File: src/rtl/vga_fill_pkg.sv
// Shared types and constants for the framebuffer rectangle-fill initiator.
// Contents:
//   fill_state_t : FSM state encoding (IDLE, SETUP, WRITE, DONE)
//   fill_cmd_t   : rectangle command (two corners plus fill colour)
//   FULL_BE      : all-ones Avalon byteenable for a full-pixel write
package vga_fill_pkg;

    localparam int FILL_XW = 10;
    localparam int FILL_YW = 10;
    localparam int FILL_DW = 16;

    localparam logic [FILL_DW/8-1:0] FULL_BE = '1;

    typedef enum logic [1:0] {
        ST_IDLE  = 2'd0,
        ST_SETUP = 2'd1,
        ST_WRITE = 2'd2,
        ST_DONE  = 2'd3
    } fill_state_t;

    typedef struct packed {
        logic [FILL_XW-1:0] x0;
        logic [FILL_YW-1:0] y0;
        logic [FILL_XW-1:0] x1;
        logic [FILL_YW-1:0] y1;
        logic [FILL_DW-1:0] color;
    } fill_cmd_t;

endpackage

File: src/rtl/vga_fill_clip.sv
// Combinational normalise-and-clip of a rectangle-fill command.
// Ports:
//   i_cmd : raw command, corners in any order
//   o_cmd : normalised command; x0/y0 hold the minimum corner, x1/y1 the
//           maximum corner clipped to the last visible column/row.
// The minimum corner is not clipped, so an off-screen start is still
// visible to the caller, which skips the fill in that case.
module vga_fill_clip
    import vga_fill_pkg::*;
#(
    parameter int H_RES = 320,
    parameter int V_RES = 240
) (
    input  fill_cmd_t i_cmd,
    output fill_cmd_t o_cmd
);

    localparam logic [FILL_XW-1:0] X_LAST = FILL_XW'(H_RES - 1);
    localparam logic [FILL_YW-1:0] Y_LAST = FILL_YW'(V_RES - 1);

    logic [FILL_XW-1:0] w_xa;
    logic [FILL_XW-1:0] w_xb;
    logic [FILL_YW-1:0] w_ya;
    logic [FILL_YW-1:0] w_yb;

    // Order the corners, then clip the far corner to the visible area.
    always_comb begin
        if (i_cmd.x0 < i_cmd.x1) begin
            w_xa = i_cmd.x0;
            w_xb = i_cmd.x1;
        end else begin
            w_xa = i_cmd.x1;
            w_xb = i_cmd.x0;
        end
        if (i_cmd.y0 < i_cmd.y1) begin
            w_ya = i_cmd.y0;
            w_yb = i_cmd.y1;
        end else begin
            w_ya = i_cmd.y1;
            w_yb = i_cmd.y0;
        end
        o_cmd.x0    = w_xa;
        o_cmd.y0    = w_ya;
        o_cmd.x1    = (w_xb > X_LAST) ? X_LAST : w_xb;
        o_cmd.y1    = (w_yb > Y_LAST) ? Y_LAST : w_yb;
        o_cmd.color = i_cmd.color;
    end

endmodule

File: src/rtl/vga_framebuffer_fill_master.sv
// Avalon-MM write initiator that fills a rectangle of the framebuffer with
// one colour, one single-beat write per pixel in raster order.
// Ports:
//   sys_clk, sys_rst             : clock, synchronous active-high reset
//   cmd_valid/cmd_ready          : command handshake (accepted only in IDLE)
//   cmd_x0/y0/x1/y1, cmd_color   : rectangle corners (any order) and colour
//   busy, done, pixel_count      : status; done pulses once per command
//   framebuffer_avn_*            : Avalon-MM master, write-only
module vga_framebuffer_fill_master
    import vga_fill_pkg::*;
#(
    parameter int AVN_AW = 18,
    parameter int AVN_DW = 16,
    parameter int H_RES  = 320,
    parameter int V_RES  = 240,
    parameter int XW     = 10,
    parameter int YW     = 10
) (
    input  logic                  sys_clk,
    input  logic                  sys_rst,
    input  logic                  cmd_valid,
    output logic                  cmd_ready,
    input  logic [XW-1:0]         cmd_x0,
    input  logic [YW-1:0]         cmd_y0,
    input  logic [XW-1:0]         cmd_x1,
    input  logic [YW-1:0]         cmd_y1,
    input  logic [AVN_DW-1:0]     cmd_color,
    output logic                  busy,
    output logic                  done,
    output logic [AVN_AW-1:0]     pixel_count,
    output logic                  framebuffer_avn_write,
    output logic                  framebuffer_avn_read,
    output logic [AVN_AW-1:0]     framebuffer_avn_address,
    output logic [AVN_DW-1:0]     framebuffer_avn_writedata,
    output logic [AVN_DW/8-1:0]   framebuffer_avn_byteenable,
    input  logic                  framebuffer_avn_waitrequest
);

    localparam logic [XW-1:0]     X_RES_W = XW'(H_RES);
    localparam logic [YW-1:0]     Y_RES_W = YW'(V_RES);
    localparam logic [AVN_AW-1:0] H_RES_A = AVN_AW'(H_RES);

    fill_state_t         r_state;
    fill_state_t         w_state_nxt;
    fill_cmd_t           r_cmd;
    fill_cmd_t           w_cmd_nxt;
    fill_cmd_t           w_cmd_raw;
    fill_cmd_t           w_cmd_clip;
    logic [XW-1:0]       r_x;
    logic [XW-1:0]       w_x_nxt;
    logic [YW-1:0]       r_y;
    logic [YW-1:0]       w_y_nxt;
    logic [AVN_AW-1:0]   r_row_base;
    logic [AVN_AW-1:0]   w_row_nxt;
    logic                r_write;
    logic                w_write_nxt;
    logic [AVN_AW-1:0]   r_addr;
    logic [AVN_AW-1:0]   w_addr_nxt;
    logic [AVN_DW-1:0]   r_wdata;
    logic [AVN_DW-1:0]   w_wdata_nxt;
    logic                r_busy;
    logic                w_busy_nxt;
    logic                r_done;
    logic                w_done_nxt;
    logic                r_cmd_ready;
    logic                w_cmd_ready_nxt;
    logic [AVN_AW-1:0]   r_pix_cnt;
    logic [AVN_AW-1:0]   w_pix_cnt_nxt;

    // Gather the command ports into one struct for the normaliser.
    always_comb begin
        w_cmd_raw.x0    = cmd_x0;
        w_cmd_raw.y0    = cmd_y0;
        w_cmd_raw.x1    = cmd_x1;
        w_cmd_raw.y1    = cmd_y1;
        w_cmd_raw.color = cmd_color;
    end

    vga_fill_clip #(
        .H_RES (H_RES),
        .V_RES (V_RES)
    ) u_clip (
        .i_cmd (w_cmd_raw),
        .o_cmd (w_cmd_clip)
    );

    // Next-state and next-output logic; every register holds by default.
    always_comb begin
        w_state_nxt     = r_state;
        w_cmd_nxt       = r_cmd;
        w_x_nxt         = r_x;
        w_y_nxt         = r_y;
        w_row_nxt       = r_row_base;
        w_write_nxt     = r_write;
        w_addr_nxt      = r_addr;
        w_wdata_nxt     = r_wdata;
        w_busy_nxt      = r_busy;
        w_done_nxt      = 1'b0;
        w_cmd_ready_nxt = r_cmd_ready;
        w_pix_cnt_nxt   = r_pix_cnt;

        case (r_state)
            ST_IDLE: begin
                if (cmd_valid && r_cmd_ready) begin
                    w_cmd_nxt       = w_cmd_clip;
                    w_pix_cnt_nxt   = '0;
                    w_busy_nxt      = 1'b1;
                    w_cmd_ready_nxt = 1'b0;
                    w_state_nxt     = ST_SETUP;
                end else begin
                    w_state_nxt     = ST_IDLE;
                end
            end

            ST_SETUP: begin
                if ((r_cmd.x0 >= X_RES_W) || (r_cmd.y0 >= Y_RES_W)) begin
                    w_done_nxt  = 1'b1;
                    w_state_nxt = ST_DONE;
                end else begin
                    // The only multiply; later rows step the base by H_RES.
                    w_row_nxt   = AVN_AW'(r_cmd.y0) * H_RES_A;
                    w_x_nxt     = r_cmd.x0;
                    w_y_nxt     = r_cmd.y0;
                    w_addr_nxt  = w_row_nxt + AVN_AW'(r_cmd.x0);
                    w_wdata_nxt = r_cmd.color;
                    w_write_nxt = 1'b1;
                    w_state_nxt = ST_WRITE;
                end
            end

            ST_WRITE: begin
                // A stalled beat keeps address, data and write unchanged.
                if (!framebuffer_avn_waitrequest) begin
                    w_pix_cnt_nxt = r_pix_cnt + {{(AVN_AW-1){1'b0}}, 1'b1};
                    if ((r_x == r_cmd.x1) && (r_y == r_cmd.y1)) begin
                        w_write_nxt = 1'b0;
                        w_done_nxt  = 1'b1;
                        w_state_nxt = ST_DONE;
                    end else if (r_x == r_cmd.x1) begin
                        w_x_nxt    = r_cmd.x0;
                        w_y_nxt    = r_y + {{(YW-1){1'b0}}, 1'b1};
                        w_row_nxt  = r_row_base + H_RES_A;
                        w_addr_nxt = w_row_nxt + AVN_AW'(r_cmd.x0);
                    end else begin
                        w_x_nxt    = r_x + {{(XW-1){1'b0}}, 1'b1};
                        w_addr_nxt = r_addr + {{(AVN_AW-1){1'b0}}, 1'b1};
                    end
                end else begin
                    w_state_nxt = ST_WRITE;
                end
            end

            ST_DONE: begin
                w_busy_nxt      = 1'b0;
                w_cmd_ready_nxt = 1'b1;
                w_state_nxt     = ST_IDLE;
            end

            default: begin
                w_write_nxt     = 1'b0;
                w_busy_nxt      = 1'b0;
                w_cmd_ready_nxt = 1'b1;
                w_state_nxt     = ST_IDLE;
            end
        endcase
    end

    // State and output registers with synchronous reset.
    always_ff @(posedge sys_clk) begin
        if (sys_rst) begin
            r_state     <= ST_IDLE;
            r_cmd       <= '0;
            r_x         <= '0;
            r_y         <= '0;
            r_row_base  <= '0;
            r_write     <= 1'b0;
            r_addr      <= '0;
            r_wdata     <= '0;
            r_busy      <= 1'b0;
            r_done      <= 1'b0;
            r_cmd_ready <= 1'b1;
            r_pix_cnt   <= '0;
        end else begin
            r_state     <= w_state_nxt;
            r_cmd       <= w_cmd_nxt;
            r_x         <= w_x_nxt;
            r_y         <= w_y_nxt;
            r_row_base  <= w_row_nxt;
            r_write     <= w_write_nxt;
            r_addr      <= w_addr_nxt;
            r_wdata     <= w_wdata_nxt;
            r_busy      <= w_busy_nxt;
            r_done      <= w_done_nxt;
            r_cmd_ready <= w_cmd_ready_nxt;
            r_pix_cnt   <= w_pix_cnt_nxt;
        end
    end

    assign cmd_ready                  = r_cmd_ready;
    assign busy                       = r_busy;
    assign done                       = r_done;
    assign pixel_count                = r_pix_cnt;
    assign framebuffer_avn_write      = r_write;
    assign framebuffer_avn_read       = 1'b0;
    assign framebuffer_avn_address    = r_addr;
    assign framebuffer_avn_writedata  = r_wdata;
    assign framebuffer_avn_byteenable = {(AVN_DW/8){FULL_BE[0]}};

endmodule
File: config.mk
export PLATFORM = sky130hd
export DESIGN_NAME = vga_framebuffer_fill_master
export DESIGN_NICKNAME = d
export VERILOG_FILES = /design/src/rtl/vga_fill_pkg.sv /design/src/rtl/vga_fill_clip.sv /design/src/rtl/vga_framebuffer_fill_master.sv
export SDC_FILE = /design/constraint.sdc
export NUM_CORES = 1
export LEC_CHECK = 0
export CORE_MARGIN = 5
export CORE_UTILIZATION = 51
export CTS_CLUSTER_DIAMETER = 150
export DETAILED_ROUTE_END_ITERATION = 16
export HOLD_SLACK_MARGIN = 0.15
export PLACE_DENSITY = 0.86
export SYNTH_ARGS = -nofsm -noshare
export SYNTH_HDL_FRONTEND = slang
export SYNTH_SLANG_ARGS = --single-unit
File: constraint.sdc
create_clock -name sys_clk -period 2.7 [get_ports sys_clk]
set_input_delay 0.54 -clock sys_clk [delete_from_list [all_inputs] [get_ports sys_clk]]
set_output_delay 0.54 -clock sys_clk [all_outputs]
set_load 0.02 [all_outputs]
==> results.py, run 1 <==
metrics = {
    "placement": {
        "gp_congestion": 1.01,
        "portBuffers": 115,
        "place_area_um2": 11000,
        "dp_hpwl_um": 18700,
    },
    "detailed_routing": {
        "wl_met3_um": 2000,
        "vias_per_cell": 6.15,
        "first_iter_violations": 1105,
        "antenna_left": 0,
        "dr.pass1.iters": 6,
        "drc": 0,
        "wl_met1_um": 11000,
        "vias": 9511,
        "wl_um": 27600,
        "routed.top_layer": "met4",
        "wl_met2_um": 13400,
        "wl_per_cell_um": 17.8,
    },
    "worst_setup_path": {
        "crit_type": "flop to flop",
        "cp_max_fo": 2,
        "required_ns": 3.04,
        "critPathCaptureType": "flop",
        "arrival_ns": 3.04,
        "critPathLaunchType": "flop",
    },
    "grt": {
        "grt_pass1_vias": 9031,
        "grt_usage_pct": 25.0,
        "grt_pass1_wl_um": 43000,
        "antenna_found_initial": 0,
        "grt_max_degree": 54,
        "gr-total-overflow": 0,
    },
    "clock_tree": {
        "h-tree-depth": 4,
        "clkTransAtPathRegs_ns": 0.06,
        "clk_latency_ns": 0.43,
        "cts_buffers": 17,
        "cts_buffer_depth": 2,
        "clock-sinks": 146,
        "cts.root.buffer_cell": "clkbuf_16",
        "cts_tree": "done",
    },
    "cells_and_area": {
        "fillers": 1347,
        "syn_to_final_growth_pct": 29.3,
        "nets": 1420,
        "drive_above_1_share_pct": 13.4,
        "stdcell_area_um2": 11800,
        "n_antenna_cell": 0,
        "fin_util_pct": 66.4,
    },
    "floorplan": {
        "io_pins": 119,
        "initial_core_util_pct": 51.3,
        "rows": 49,
        "die_area_um2": 20700,
        "die_y_um": 144,
        "core_um2": 17800,
        "dieWidth_um": 144,
    },
    "worst_hold_path": {
        "hp-class": "flop to flop",
    },
    "logic_synthesis": {
        "synth_compound_area_share_pct": 21.7,
        "synth_top_family_by_area": "compound AO/OA/AOI/OAI gates",
        "synthXorXnorAreaFrac_pct": 7.08,
        "synth_top_area_cell": "dfxtp_1",
        "netlist_area_um2": 9160,
        "ys_top_cells_by_area": "dfxtp_1, ha_1, a21oi_1",
        "synthCells": 1144,
        "synth.distinct_cells": 72,
        "postSynthAreaPerCell_um2": 8.00,
        "ys_ff_latch": 146,
        "synth_ff_type": "dfxtp_1",
        "ys.warnings.count": 0,
        "ys_async_sr_fraction_pct": 0,
        "synth_mux_area_share_pct": 5.14,
        "yosysSeqAreaShare_pct": 31.9,
        "synth_most_common_cell": "dfxtp_1",
        "synth_edf_count": 0,
        "synth-simple-area-share_pct": 21.6,
        "synth_fa_ha_area_share_pct": 7.68,
        "synth_common_cells": "dfxtp_1, nand2_1, a21oi_1",
        "synth_top_area_share_pct": 31.9,
    },
    "timing": {
        "fin_crit_sh_pct": 100,
        "final_hold_viol_count": 0,
        "rsz0062_at_grt": "yes",
        "tns_ns": 0,
        "fmax_ghz": 0.370,
        "setup_violations": 0,
        "slew_viol_final": 0,
        "worst_slew_pin_slew_ns": 0.853,
        "min_period_ns": 2.70,
        "relSlewSlack_pct": 42.9,
        "fin_skew_ns": 0.00686,
    },
    "power_and_ir_drop": {
        "p_leak_uw": 0.00472,
        "max-vdd-ir-drop_mv": 0.588,
        "p_per_area_nw_per_um2": 954,
    },
    "run_status": {
        "status": "finished clean",
    },
    "run": {
        "maxCapViolCount": 0,
    },
}
[worst paths after layout]
kind	start	end	slack (ns)	cells past startpoint
worst max-delay path	r_cmd[36]	framebuffer_avn_address[13]	0.0007	12
worst min-delay path	r_cmd[7]	r_cmd[7]	0.45	2
worst max register to register	r_cmd[36]	framebuffer_avn_address[13]	0.0007	12
worst min register to register	r_cmd[7]	r_cmd[7]	0.45	2
[per-stage QoR]
stage | hold slack [ns] | instances | worst slack [ns] | power, µW
3_5_place_dp | 0.446 | 1507 | -0.205 | 8220
5_1_grt | 0.468 | 1547 | -0.115 | 11800
3_3_place_gp | 0.441 | 1507 | -0.0916 | 8070
2_1_floorplan | 0.436 | 1146 | 0.0195 | 6420
4_1_cts | 0.455 | 1540 | 0.00852 | 10700
6_report | 0.455 | 1547 | 0.000708 | 11300
[repair_timing]
item / CTS / global route
pin swaps: 1 / 21
hold buffers: 0 / 0
buffers inserted: 1 / 7
endpoints found under the hold margin: 0 / 0
endpoints found under the setup margin: 6 / 12
gates resized for setup: 8 / 38
[flip-flops by register name, indices dropped and copies added (netlist names)]
register	cells
cmd_ready	1
r_row_base	12
done	1
busy	1
pixel_count	18
r_y	10
r_state	2
r_cmd	56
framebuffer_avn_write	1
framebuffer_avn_address	18
r_x	10
framebuffer_avn_writedata	16
[placed cells by master (no fill, tap or decap), types with 9 or more instances in the layout]
cell               n
inv_1             37
a21oi_1          107
nand4_1           22
xor2_1            34
a31oi_1            9
ha_1              46
a211oi_1          16
clkdlybuf4s50_1  114
mux2i_1           47
o21a_1             9
o21ai_0           74
nand2_1          119
buf_4             89
nor2_1           102
dfxtp_1          141
a21o_1             9
xnor2_1           37
clkbuf_16         17
nand3_1           31
o211ai_1          13
o32ai_1           14
and3_1            14
nor3_1            35
[power breakdown]
| group | internal [µW] | switching, µW | leakage, µW |
|---|---|---|---|
| clock network | 1380 | 991 | 0.000280 |
| registers | 2640 | 591 | 0.00119 |
| logic | 2470 | 3240 | 0.00325 |
[area by class of cell]
type                    instances  area (µm²)  share of cell area (%)
multi-input cells             896        6020                    50.9
flip-flops and latches        146        2930                    24.8
repair buffers                207        1870                    15.8
clock buffers                  19         433                    3.66
well taps                     229         287                    2.42
clock inverters                13         153                    1.29
inverters                      37         139                    1.17
[cell families (layout without fill, tap and decap cells)]
logic type | after synthesis | count (layout)
AOI/OAI and AO/OA | 316 | 316
xor gates and xnor gates | 74 | 74
adders and majority gates | 55 | 55
buffers and inverters | 104 | 276
DFF | 146 | 146
muxes | 47 | 47
other | 2 | 4
and+or+nand+nor | 400 | 400
[metal layers]
layer | up-vias | GRT usage [%]
li1 | 4443 | -
met1 | 4436 | 31.3
met2 | 504 | 42.2
met3 | 128 | 4.60
met4 | 0 | 10.7
met5 | - | 0
[worst max-delay path, cell delays in order, from the launching register on]
cell and delay, ns:
dfxtp_1 0.34, ha_1 0.24, ha_4 0.19, fa_2 0.42, buf_4 0.17, a21o_1 0.20
a211oi_2 0.26, nor2_1 0.11, buf_4 0.16, xnor2_1 0.14, nand2_1 0.08, o221ai_1 0.11
a211oi_1 0.21
Power figures use the tool's default switching activity.
==> inputs of run 2 (changes only) <==
Settings changed: PLACE_DENSITY 0.86 to 0.78.
==> run 2 against run 1 <==
  * Via count down 5.5%
  * Register-to-register slack improved by 0.07 ns
  * Worst hold slack about the same
  * Highest routed layer is now met5
  * Non-clock buffer count decreased by 8
  * Sequential share of layout area increased by 0.18 points
  * Critical path type unchanged
==> results.py, run 2 (same netlist as run 1, synthesis figures left out) <==
metrics = {
    "detailed_routing": {
        "antenna_left": 0,
        "vias_per_cell": 5.84,
        "vias": 8987,
        "dr.pass1.iters": 5,
        "wl_per_cell_um": 16.3,
        "first_iter_violations": 905,
        "drc": 0,
        "wl_um": 25100,
    },
    "cells_and_area": {
        "nets": 1412,
        "mostFrequentLayoutCells": "dfxtp_1, nand2_1, clkdlybuf4s50_1",
        "syn_to_final_growth_pct": 28.1,
        "drive_above_1_share_pct": 12.6,
        "n_antenna_cell": 0,
        "fin_util_pct": 65.8,
        "stdcell_area_um2": 11700,
        "largest_register_ff_count": 56,
        "layout_commonest_cell": "dfxtp_1",
        "regMostFlops": "r_cmd",
    },
    "worst_setup_path": {
        "critPathLaunchType": "flop",
        "critPathCaptureType": "flop",
        "required_ns": 3.02,
        "arrival_ns": 2.95,
        "crit_start": "r_cmd[37]",
        "crit_type": "flop to flop",
        "rrSetupSlack_ns": 0.08,
        "rr_startpoint": "r_cmd[37]",
        "r2r_end": "framebuffer_avn_address[17]",
        "cp_max_fo": 2,
        "reg2reg_depth": 11,
    },
    "floorplan": {
        "die_y_um": 144,
        "io_pins": 119,
        "die_area_um2": 20700,
        "dieWidth_um": 144,
        "core_um2": 17800,
        "rows": 49,
        "initial_core_util_pct": 51.3,
    },
    "grt": {
        "grt_pass1_vias": 8199,
        "antenna_found_initial": 1,
        "grt_pass1_wl_um": 40000,
        "gr-total-overflow": 0,
        "grt_usage_pct": 23.3,
        "grt_max_degree": 88,
    },
    "timing": {
        "min_period_ns": 2.62,
        "slew_viol_final": 0,
        "final_hold_viol_count": 0,
        "relSlewSlack_pct": 39.2,
        "fin_crit_sh_pct": 97.2,
        "setup_violations": 0,
        "worst_slew_pin_slew_ns": 0.909,
        "fmax_ghz": 0.381,
        "fin_skew_ns": 0.00807,
    },
    "clock_tree": {
        "holdBufCountCts": 0,
        "clk_latency_ns": 0.43,
        "cts_buffers": 17,
        "clock-sinks": 146,
        "cts.root.buffer_cell": "clkbuf_16",
        "cts_setup_buffers": 0,
        "h-tree-depth": 4,
        "clkTransAtPathRegs_ns": 0.06,
        "cts_tree": "done",
        "cts_buffer_depth": 2,
    },
    "worst_hold_path": {
        "worstHoldStart": "r_cmd[14]",
        "hp-class": "flop to flop",
        "min_to": "r_cmd[14]",
        "whs_path_depth": 2,
    },
    "power_and_ir_drop": {
        "p_per_area_nw_per_um2": 928,
        "max-vdd-ir-drop_mv": 0.503,
        "p_leak_uw": 0.00467,
    },
    "placement": {
        "portBuffers": 115,
        "dp_hpwl_um": 17900,
        "place_area_um2": 11000,
        "gp_congestion": 0.902,
    },
    "run": {
        "maxCapViolCount": 0,
    },
    "run_status": {
        "status": "finished clean",
    },
}
[run 2: cell type report]
type                       instances  area, µm²
clock inverter                    12        149
tap                              229        287
fill                            1432       6110
timing repair buffer             199       1840
inverter                          37        139
sequential                       146       2930
clock buffer                      19        443
multi-input combinational        896       5950
[run 2: worst max path at each step]
stage,end,slack [ns],cells past startpoint
after CTS,framebuffer_avn_address[15],0.009,11
after detailed placement,r_cmd[42],-0.14,10
after global routing,framebuffer_avn_address[17],-0.02,11
after floorplan,framebuffer_avn_address[17],0.02,10
after global placement,r_cmd[44],-0.06,10
final,framebuffer_avn_address[17],0.08,11
[run 2: timing repair]
item | CTS | global route
pin swaps | 1 | 2
setup endpoints to repair | 7 | 7
gates resized for setup | 6 | 25
[run 2: power by group]
part	leakage (µW)	internal, µW	switching (µW)
registers	0.00119	2630	566
logic	0.00319	2340	2950
clock network	0.000287	1400	996
[run 2: per-stage QoR]
stage	hold slack, ns	setup slack (ns)	std cells	TNS, ns	total power (µW)
2_1_floorplan	0.436	0.0195	1146	0	6420
3_3_place_gp	0.442	-0.0601	1507	-0.617	8070
3_5_place_dp	0.446	-0.141	1507	-2.20	8190
4_1_cts	0.455	0.00891	1538	0	10600
5_1_grt	0.473	-0.0210	1538	-0.0417	11500
6_report	0.454	0.0751	1538	0	10900
[run 2: critical path: stages (launching register included)]
cell      delay (ns)
dfxtp_2         0.34
ha_4            0.25
ha_4            0.24
ha_1            0.30
o21ai_0         0.13
o21ai_1         0.23
nor4b_2         0.23
buf_4           0.15
nand3_2         0.10
nand3b_1        0.20
mux2i_1         0.16
a22o_1          0.19
[run 2: layer usage]
| layer | vias up | global-route usage [%] | share of wire (%) |
|---|---|---|---|
| met2 | 284 | 38.9 | 49 |
| met5 | - | 0 | 0.052 |
| met3 | 36 | 3.34 | 5.5 |
| met1 | 4236 | 31.8 | 44 |
| met4 | 2 | 6.00 | 1.2 |
| li1 | 4429 | - | - |
==> inputs of run 3 (changes only) <==
Settings changed: RECOVER_POWER from default to 50.
==> run 3 against run 2 <==
  * Combinational power is 1% lower
  * Utilization fell by 0.19 points
  * Global-route usage unchanged
  * Cell count is the same
  * Total power decreased by 0.64%
  * Highest routed layer unchanged
==> results.py, run 3 (same netlist as run 1, synthesis figures left out) <==
metrics = {
    "worst_setup_path": {
        "required_ns": 3.02,
        "cp_max_fo": 2,
        "critPathCaptureType": "flop",
        "crit_type": "flop to flop",
        "arrival_ns": 2.96,
        "critPathLaunchType": "flop",
    },
    "detailed_routing": {
        "antenna_left": 0,
        "first_iter_violations": 835,
        "vias_per_cell": 5.85,
        "dr.pass1.iters": 5,
        "wl_um": 25000,
        "vias": 9002,
        "drc": 0,
        "wl_per_cell_um": 16.3,
    },
    "power_and_ir_drop": {
        "p_total_uw": 10800,
        "max-vdd-ir-drop_mv": 0.501,
        "p_leak_uw": 0.00483,
        "p_per_area_nw_per_um2": 924,
    },
    "timing": {
        "final_hold_viol_count": 0,
        "fin_crit_sh_pct": 97.5,
        "tns_ns": 0,
        "relSlewSlack_pct": 16.2,
        "min_period_ns": 2.63,
        "timing.final.ws_setup_ns": 0.0674,
        "setup_violations": 0,
        "worst_slew_pin_slew_ns": 1.26,
        "fmax_ghz": 0.380,
        "slew_viol_final": 0,
        "fin_skew_ns": 0.00853,
    },
    "grt": {
        "grt_max_degree": 88,
        "grt_pass1_vias": 8199,
        "grt_usage_pct": 23.3,
        "antenna_found_initial": 1,
        "gr-total-overflow": 0,
        "grt_pass1_wl_um": 40000,
    },
    "floorplan": {
        "die_y_um": 144,
        "rows": 49,
        "initial_core_util_pct": 51.3,
        "io_pins": 119,
        "die_area_um2": 20700,
        "dieWidth_um": 144,
        "core_um2": 17800,
    },
    "placement": {
        "portBuffers": 115,
        "place_area_um2": 11000,
        "gp_congestion": 0.902,
        "place_ws_ns": -0.141,
        "dp_hpwl_um": 17900,
    },
    "clock_tree": {
        "cts_setup_buffers": 0,
        "cts.root.buffer_cell": "clkbuf_16",
        "holdBufCountCts": 0,
        "clkTransAtPathRegs_ns": 0.06,
        "cts_buffers": 17,
        "clk_latency_ns": 0.43,
        "cts_buffer_depth": 2,
        "h-tree-depth": 4,
        "clock-sinks": 146,
        "cts_tree": "done",
    },
    "cells_and_area": {
        "largest_register_ff_count": 56,
        "n_antenna_cell": 0,
        "layout_commonest_cell": "dfxtp_1",
        "regMostFlops": "r_cmd",
        "drive_above_1_share_pct": 12.3,
        "stdcell_area_um2": 11700,
        "syn_to_final_growth_pct": 27.8,
        "mostFrequentLayoutCells": "dfxtp_1, nand2_1, a21oi_1",
        "nets": 1412,
    },
    "run_status": {
        "status": "finished clean",
    },
    "worst_hold_path": {
        "hp-class": "flop to flop",
    },
    "run": {
        "maxCapViolCount": 0,
    },
}
==> run 3: metal layers <==
| layer | wire length, µm | global-route usage (%) |
|---|---|---|
| met1 | 11100 | 31.8 |
| met5 | 13 | 0 |
| met4 | 335 | 6.00 |
| met3 | 1280 | 3.34 |
| met2 | 12300 | 38.9 |
==> run 3: what timing repair did <==
item / CTS / global route
hold endpoints to repair: 0 / 0
resized for setup: 6 / 25
pin swaps: 1 / 2
endpoints found under the setup margin: 7 / 7
==> run 3: cell type report <==
class / count / area, µm²
clock buffer: 19 / 443
clock inverter: 12 / 149
fill: 1441 / 6140
inverter: 37 / 139
multi-input combinational: 896 / 5940
sequential: 146 / 2930
tap: 229 / 287
timing repair buffer: 199 / 1810
==> run 3: worst max-delay path, cell delays in order, from the launching register on <==
cell and delay (ns):
dfxtp_2 0.34, ha_4 0.25, ha_4 0.24, ha_1 0.30
o21ai_0 0.13, o21ai_1 0.23, nor4b_2 0.23, buf_4 0.15
nand3_2 0.10, nand3b_1 0.20, mux2i_1 0.17, a22o_1 0.19
==> run 3: metrics by stage <==
stage	hold slack [ns]	util, %	cells
after floorplan	0.436	-	1146
after global placement	0.442	61.6	1507
after detailed placement	0.446	61.6	1507
after CTS	0.455	65.0	1538
after global routing	0.473	65.6	1538
final	0.454	65.6	1538
==> run 3: power breakdown <==
| group | internal, µW | total, µW | switching, µW |
|---|---|---|---|
| logic | 2280 | 5230 | 2950 |
| registers | 2630 | 3190 | 559 |
| clock network | 1400 | 2400 | 996 |
| total | 6310 | 10800 | 4500 |
==> run 3: worst paths after layout <==
path / start / end / slack, ns / depth (start not counted)
max reg2reg: r_cmd[37] / framebuffer_avn_address[17] / 0.07 / 11
min: r_cmd[13] / r_cmd[13] / 0.45 / 2
max: r_cmd[37] / framebuffer_avn_address[17] / 0.07 / 11
min reg2reg: r_cmd[13] / r_cmd[13] / 0.45 / 2
